`src/rtl/tx_pkg.sv`:
```
// Shared encodings and the constellation helper for the TX framing path.
package tx_pkg;

  localparam logic MODE_QPSK = 1'b0;
  localparam logic MODE_BPSK = 1'b1;

  typedef logic [1:0] state_t;

  localparam state_t ST_IDLE    = 2'd0;
  localparam state_t ST_HEADER  = 2'd1;
  localparam state_t ST_PAYLOAD = 2'd2;

  // bit 0 maps to +amp, bit 1 to -amp; caller truncates to its I/Q width
  function automatic int map_bit(input logic b, input int amp);
    return b ? -amp : amp;
  endfunction

endpackage

```
`src/rtl/tx_sym_repeat.sv`:
```
// Output stage: holds one I/Q symbol and repeats it HOLD times on an AXI-Stream
// style handshake, carrying frame start/last tags alongside the sample.
module tx_sym_repeat #(
  parameter int IQ_W = 12,
  parameter int HOLD = 8
) (
  input  logic              clk,
  input  logic              rst,
  input  logic              ld_valid,
  input  logic [2*IQ_W-1:0] ld_data,
  input  logic              ld_start,
  input  logic              ld_last,
  output logic              ld_ready,
  output logic              out_valid,
  output logic [2*IQ_W-1:0] out_data,
  input  logic              out_ready,
  output logic              frame_start,
  output logic              frame_last
);

  localparam int RW = (HOLD > 1) ? $clog2(HOLD) : 1;
  localparam logic [RW-1:0] REP_LAST = RW'(HOLD - 1);

  logic              valid_q, valid_d;
  logic [2*IQ_W-1:0] data_q, data_d;
  logic              start_q, start_d;
  logic              last_q, last_d;
  logic [RW-1:0]     rep_q, rep_d;
  logic              rep_end;
  logic              accept;

  assign rep_end  = (rep_q == REP_LAST);
  assign accept   = valid_q && out_ready;
  // loading on the final accepted repeat is what removes the inter-symbol bubble
  assign ld_ready = !valid_q || (accept && rep_end);

  always_comb begin
    valid_d = valid_q;
    data_d  = data_q;
    start_d = start_q;
    last_d  = last_q;
    rep_d   = rep_q;
    if (ld_valid && ld_ready) begin
      valid_d = 1'b1;
      data_d  = ld_data;
      start_d = ld_start;
      last_d  = ld_last;
      rep_d   = '0;
    end else if (accept) begin
      if (rep_end) begin
        valid_d = 1'b0;
      end else begin
        rep_d = rep_q + 1'b1;
      end
    end
  end

  always_ff @(posedge clk or posedge rst) begin
    if (rst) begin
      valid_q <= 1'b0;
      data_q  <= '0;
      start_q <= 1'b0;
      last_q  <= 1'b0;
      rep_q   <= '0;
    end else begin
      valid_q <= valid_d;
      data_q  <= data_d;
      start_q <= start_d;
      last_q  <= last_d;
      rep_q   <= rep_d;
    end
  end

  assign out_valid   = valid_q;
  assign out_data    = data_q;
  assign frame_start = valid_q && start_q && (rep_q == '0);
  assign frame_last  = valid_q && last_q && rep_end;

endmodule

```
`src/rtl/tx_frame_path.sv`:
```
// TX framing path: header + mapped payload symbols, each repeated HOLD times.
//   state      | meaning
//   ST_IDLE    | waiting for in_valid; latches mode and loads header symbol 0
//   ST_HEADER  | loading header symbols 1..HDR_LEN-1 (always QPSK)
//   ST_PAYLOAD | consuming PAYLOAD_LEN dibits; leaves when frame_last is accepted
module tx_frame_path
  import tx_pkg::*;
#(
  parameter int                  IQ_W        = 12,
  parameter int                  AMP         = 2**(IQ_W-1) - 1,
  parameter int                  HDR_LEN     = 16,
  parameter logic [2*HDR_LEN-1:0] HDR_PATTERN = 32'hF0F0_3C5A,
  parameter int                  PAYLOAD_LEN = 64,
  parameter int                  HOLD        = 8
) (
  input  logic              clk,
  input  logic              rst,
  input  logic              mode,
  input  logic              in_valid,
  input  logic [1:0]        in_bits,
  output logic              in_ready,
  output logic              out_valid,
  output logic [2*IQ_W-1:0] out_data,
  input  logic              out_ready,
  output logic              frame_start,
  output logic              frame_last
);

  localparam int HC_W = $clog2(HDR_LEN + 1);
  localparam int PC_W = $clog2(PAYLOAD_LEN + 1);

  state_t            state_q, state_d;
  logic [HC_W-1:0]   hdr_cnt_q, hdr_cnt_d;
  logic [PC_W-1:0]   pay_cnt_q, pay_cnt_d;
  logic              mode_q, mode_d;

  logic [1:0]        hdr_bits;
  logic [IQ_W-1:0]   sym_i, sym_q;
  logic              ld_valid, ld_ready, ld_start, ld_last;
  logic              pay_open;

  assign pay_open = (pay_cnt_q < PC_W'(PAYLOAD_LEN));

  always_comb begin
    hdr_bits = '0;
    for (int k = 0; k < HDR_LEN; k++) begin
      if (hdr_cnt_q == HC_W'(k)) hdr_bits = HDR_PATTERN[2*k +: 2];
    end
  end

  always_comb begin
    state_d   = state_q;
    hdr_cnt_d = hdr_cnt_q;
    pay_cnt_d = pay_cnt_q;
    mode_d    = mode_q;
    ld_valid  = 1'b0;
    ld_start  = 1'b0;
    ld_last   = 1'b0;
    in_ready  = 1'b0;
    // header pairs put the lower bit on I, the upper bit on Q
    sym_i     = IQ_W'(map_bit(hdr_bits[0], AMP));
    sym_q     = IQ_W'(map_bit(hdr_bits[1], AMP));
    case (state_q)
      ST_IDLE: begin
        if (in_valid && ld_ready) begin
          mode_d    = mode;
          ld_valid  = 1'b1;
          ld_start  = 1'b1;
          hdr_cnt_d = HC_W'(1);
          state_d   = (HDR_LEN == 1) ? ST_PAYLOAD : ST_HEADER;
        end
      end
      ST_HEADER: begin
        ld_valid = 1'b1;
        if (ld_ready) begin
          hdr_cnt_d = hdr_cnt_q + 1'b1;
          if (hdr_cnt_q == HC_W'(HDR_LEN - 1)) state_d = ST_PAYLOAD;
        end
      end
      ST_PAYLOAD: begin
        if (mode_q == MODE_BPSK) begin
          sym_i = IQ_W'(map_bit(in_bits[0], AMP));
          sym_q = '0;
        end else begin
          sym_i = IQ_W'(map_bit(in_bits[1], AMP));
          sym_q = IQ_W'(map_bit(in_bits[0], AMP));
        end
        in_ready = pay_open && ld_ready;
        ld_valid = pay_open && in_valid;
        ld_last  = (pay_cnt_q == PC_W'(PAYLOAD_LEN - 1));
        if (in_valid && in_ready) pay_cnt_d = pay_cnt_q + 1'b1;
        if (out_valid && out_ready && frame_last) begin
          state_d   = ST_IDLE;
          hdr_cnt_d = '0;
          pay_cnt_d = '0;
        end
      end
      default: state_d = ST_IDLE;
    endcase
  end

  always_ff @(posedge clk or posedge rst) begin
    if (rst) begin
      state_q   <= ST_IDLE;
      hdr_cnt_q <= '0;
      pay_cnt_q <= '0;
      mode_q    <= MODE_QPSK;
    end else begin
      state_q   <= state_d;
      hdr_cnt_q <= hdr_cnt_d;
      pay_cnt_q <= pay_cnt_d;
      mode_q    <= mode_d;
    end
  end

  tx_sym_repeat #(
    .IQ_W (IQ_W),
    .HOLD (HOLD)
  ) u_stage (
    .clk         (clk),
    .rst         (rst),
    .ld_valid    (ld_valid),
    .ld_data     ({sym_i, sym_q}),
    .ld_start    (ld_start),
    .ld_last     (ld_last),
    .ld_ready    (ld_ready),
    .out_valid   (out_valid),
    .out_data    (out_data),
    .out_ready   (out_ready),
    .frame_start (frame_start),
    .frame_last  (frame_last)
  );

endmodule

```
`config.mk`:
```
export PLATFORM = sky130hd
export DESIGN_NAME = tx_frame_path
export DESIGN_NICKNAME = d
export VERILOG_FILES = /design/src/rtl/tx_pkg.sv /design/src/rtl/tx_sym_repeat.sv /design/src/rtl/tx_frame_path.sv
export SDC_FILE = /design/constraint.sdc
export NUM_CORES = 1
export LEC_CHECK = 0
export CAP_MARGIN = 10
export CORE_UTILIZATION = 47
export CTS_CLUSTER_SIZE = 28
export DETAILED_ROUTE_END_ITERATION = 10
export PLACE_DENSITY = 0.76
export SLEW_MARGIN = 5
export SYNTH_ARGS = -nofsm -noshare
export SYNTH_HDL_FRONTEND = slang
export SYNTH_SLANG_ARGS = --single-unit
```
`constraint.sdc`:
```
create_clock -name clk -period 1.9 [get_ports clk]
set_clock_uncertainty 0.2 [all_clocks]
set_input_delay 0.285 -clock clk [delete_from_list [all_inputs] [get_ports clk]]
set_output_delay 0.285 -clock clk [all_outputs]
set_load 0.05 [all_outputs]
```
==> flow_metrics.env <==
export IMPL_status="complete, but fails checks"
export IMPL_failed_checks="negative setup slack"
export IMPL_cts_buffers=3
export IMPL_cts_root_buffer="clkbuf_8"
export IMPL_place_area_um2=2530
export IMPL_rsz0062_at_grt="yes"
export IMPL_synth_top_area_cell="dfrtp_1"
export IMPL_path_clk_slew_ns=0.09
export IMPL_peakVddDrop_mv=0.729
export IMPL_synthCells=196
export IMPL_core_um2=3690
export IMPL_start_util=0.491
export IMPL_final_cell_mix="buf_4 (42), dfrtp_1 (26), buf_12 (23), nand2_1 (12), o21ai_0 (11)"
export IMPL_slew_headroom=0.761
export IMPL_cp_arrival_ns=1.99
export IMPL_yosysWarnings=0
export IMPL_cpPeakStageDelay_ns=0.44
export IMPL_path_class="reg2reg"
export IMPL_io_pins=35
export IMPL_tritoncts="built"
export IMPL_synthTopCellsByArea="dfrtp_1 (37%), ha_1 (9.0%), buf_4 (8.3%)"
export IMPL_fill_cells=232
export IMPL_post_route_min_period_ns=2.02
export IMPL_synthArstFlopShare=1.00
export IMPL_nNetsFinal=273
export IMPL_syn_to_final_growth_pct=57.4
export IMPL_worstMarginPinSlew_ns=0.358
export IMPL_slew_viol_final=0
export IMPL_synth_ff_type="dfrtp_1"
export IMPL_fmax_ghz=0.495
export IMPL_htreeDepth=1
export IMPL_via_per_inst=5.53
export IMPL_powerDensity_nw_per_um2=1720
export IMPL_synth_edf_count=0
export IMPL_synth_seq_area_share=0.373
export IMPL_antenna_found_initial=0
export IMPL_setup_violations=10
export IMPL_syn_cell_area_um2=1810
export IMPL_dp_hpwl_um=3310
export IMPL_hold_viol_final=0
export IMPL_place_inst=284
export IMPL_cpMaxStageDelayCell="a221o_2"
export IMPL_setup_ws_ns=-0.120
export IMPL_drt_total_wl_um=4670
export IMPL_cts_sinks=27
export IMPL_dieArea_um2=4100
export IMPL_grt_pass1_vias=1625
export IMPL_synth_nets=216
export IMPL_avgSynthCellArea_um2=9.24
export IMPL_final_cell_area_um2=2850
export IMPL_crit_chain="ha_2 -> ha_4 -> nand4_4 -> a221o_2 -> a21oi_2 -> mux2_4"
export IMPL_drt_iter0_markers=69
export IMPL_p_total_mw=4.91
export IMPL_dr_pass1_iters=4
export IMPL_yosysUniqueCellTypes=48
export IMPL_synth_top_area_share=0.373
export IMPL_grt_max_degree=28
export IMPL_holdWs_ns=0.182
export IMPL_clock_latency_ns=0.27
export IMPL_crit_path_start_kind="flip-flop"
export IMPL_p_leak_nw=1.24
export IMPL_gp_congestion=0.823
export IMPL_cts_buffer_depth=2
export IMPL_port_buffers=34
export IMPL_min_path_type="in2async"
export IMPL_vias=1660
export IMPL_path_max_fanout=7
export IMPL_instances_no_fill=300
export IMPL_mostFrequentLayoutCell="buf_4"
export IMPL_critPathBufInv=0
export IMPL_fp_dieW_um=64.1
export IMPL_cts_hold_buf=0
export IMPL_ant_nets=0
export IMPL_ys_ff_latch=27
export IMPL_grt_first_pass_wirelength_um=7560
export IMPL_dieHeight_um=64.1
export IMPL_max_cap_viol_count=0
export IMPL_drcViolationCount=0
export IMPL_endpoint_kind="flip-flop"
export IMPL_drive_gt1_frac=0.472
export IMPL_post_drt_wl_per_cell_um=15.6
export IMPL_num_antenna_cells=0
export IMPL_grt_usage=0.235
export IMPL_cp_data_required_time_ns=1.87
export IMPL_rows=22
export IMPL_cp_top_family="compound AO/OA/AOI/OAI gates"
export IMPL_fin_crit_sh=1.06
export IMPL_grt_overflow=0
==> report_power, final <==
group | switching [mW] | leakage, nW | internal [mW]
Sequential | 0.140 | 0.340 | 0.744
Combinational | 1.96 | 0.879 | 1.74
Clock | 0.181 | 0.0228 | 0.150
Total | 2.28 | 1.24 | 2.63
==> final cells by class <==
cell class	instances	area (um^2)	area share
Multi-Input combinational cell	132	1120	0.394
Tap cell	48	60.1	0.0211
Timing Repair Buffer	76	892	0.313
Clock buffer	4	45.0	0.0158
Inverter	13	51.3	0.0180
Sequential cell	27	677	0.238
==> synth_stat cells, types with 5 or more instances <==
cell	number
dfrtp_1	27
buf_4	20
o21ai_0	17
ha_1	13
inv_1	13
nand2_1	12
nor2_1	12
nand3_1	6
o211ai_1	5
==> stage by stage <==
stage	setup WS [ns]	util	TNS, ns
2_1_floorplan	-0.0753	-	-0.158
4_1_cts	-0.0934	0.746	-0.614
5_1_grt	-0.224	0.772	-2.10
3_3_place_gp	-0.298	0.685	-2.64
6_report	-0.120	0.772	-0.751
3_5_place_dp	-0.319	0.685	-3.41
==> worst register-to-register path: cells and delay by family, from the launching register on <==
| family | cells | cell delay (ns) |
|---|---|---|
| AND/OR/NAND/NOR | 1 | 0.08 |
| adder cells (fa/ha/maj) | 2 | 0.37 |
| AO/OA/AOI/OAI | 2 | 0.58 |
| multiplexers | 1 | 0.31 |
| flip-flops | 1 | 0.37 |
==> final timing paths <==
| kind | start | to | slack (ns) | cells past startpoint |
|---|---|---|---|---|
| setup / recovery | u_stage.rep_q[1]$_DFFE_PP0P_ | state_q[0]$_DFFE_PP0P_ | -0.12 | 6 |
| hold reg to reg | u_stage.out_data[12]$_DFFE_PP0P_ | u_stage.out_data[12]$_DFFE_PP0P_ | 0.29 | 1 |
| min in group clk | u_stage.out_data[12]$_DFFE_PP0P_ | u_stage.out_data[12]$_DFFE_PP0P_ | 0.29 | 1 |
| max in group asynchronous | rst | u_stage.out_valid$_DFFE_PP0P_ | 1.04 | 3 |
| setup reg to reg | u_stage.rep_q[1]$_DFFE_PP0P_ | state_q[0]$_DFFE_PP0P_ | -0.12 | 6 |
| hold / removal | rst | u_stage.out_data[23]$_DFFE_PP0P_ | 0.18 | 3 |
==> repair_timing <==
item	4_1_cts	5_1_grt
pin swaps	15	9
endpoints found under the setup margin	20	24
resized for setup	28	22
setup buffers	11	2
==> metal layers <==
| metal | wire length, um | vias to the layer above | track usage |
|---|---|---|---|
| met5 | 0 | - | 0 |
| met4 | 48 | 0 | 0.0540 |
| met3 | 161 | 8 | 0.0286 |
| met2 | 2540 | 52 | 0.428 |
| met1 | 1920 | 805 | 0.293 |
| li1 | - | 795 | - |
==> flip-flops by register name, summed over array words and instances, names as in the netlist <==
register,count
pay_cnt_q,7
hdr_cnt_q,5
u_stage.out_data,6
u_stage.start_q,1
u_stage.rep_q,3
mode_q,1
u_stage.out_valid,1
state_q,2
u_stage.last_q,1
==> kinds of logic after synthesis <==
| logic type | Yosys count | share of synthesized area |
|---|---|---|
| xor+xnor | 3 | 0.0145 |
| buf+inv | 37 | 0.121 |
| mux | 3 | 0.0180 |
| simple gates | 60 | 0.179 |
| flops | 27 | 0.373 |
| fa+ha+maj | 13 | 0.0898 |
| compound gates | 53 | 0.205 |
No activity file was read; power rests on OpenSTA's default activity.
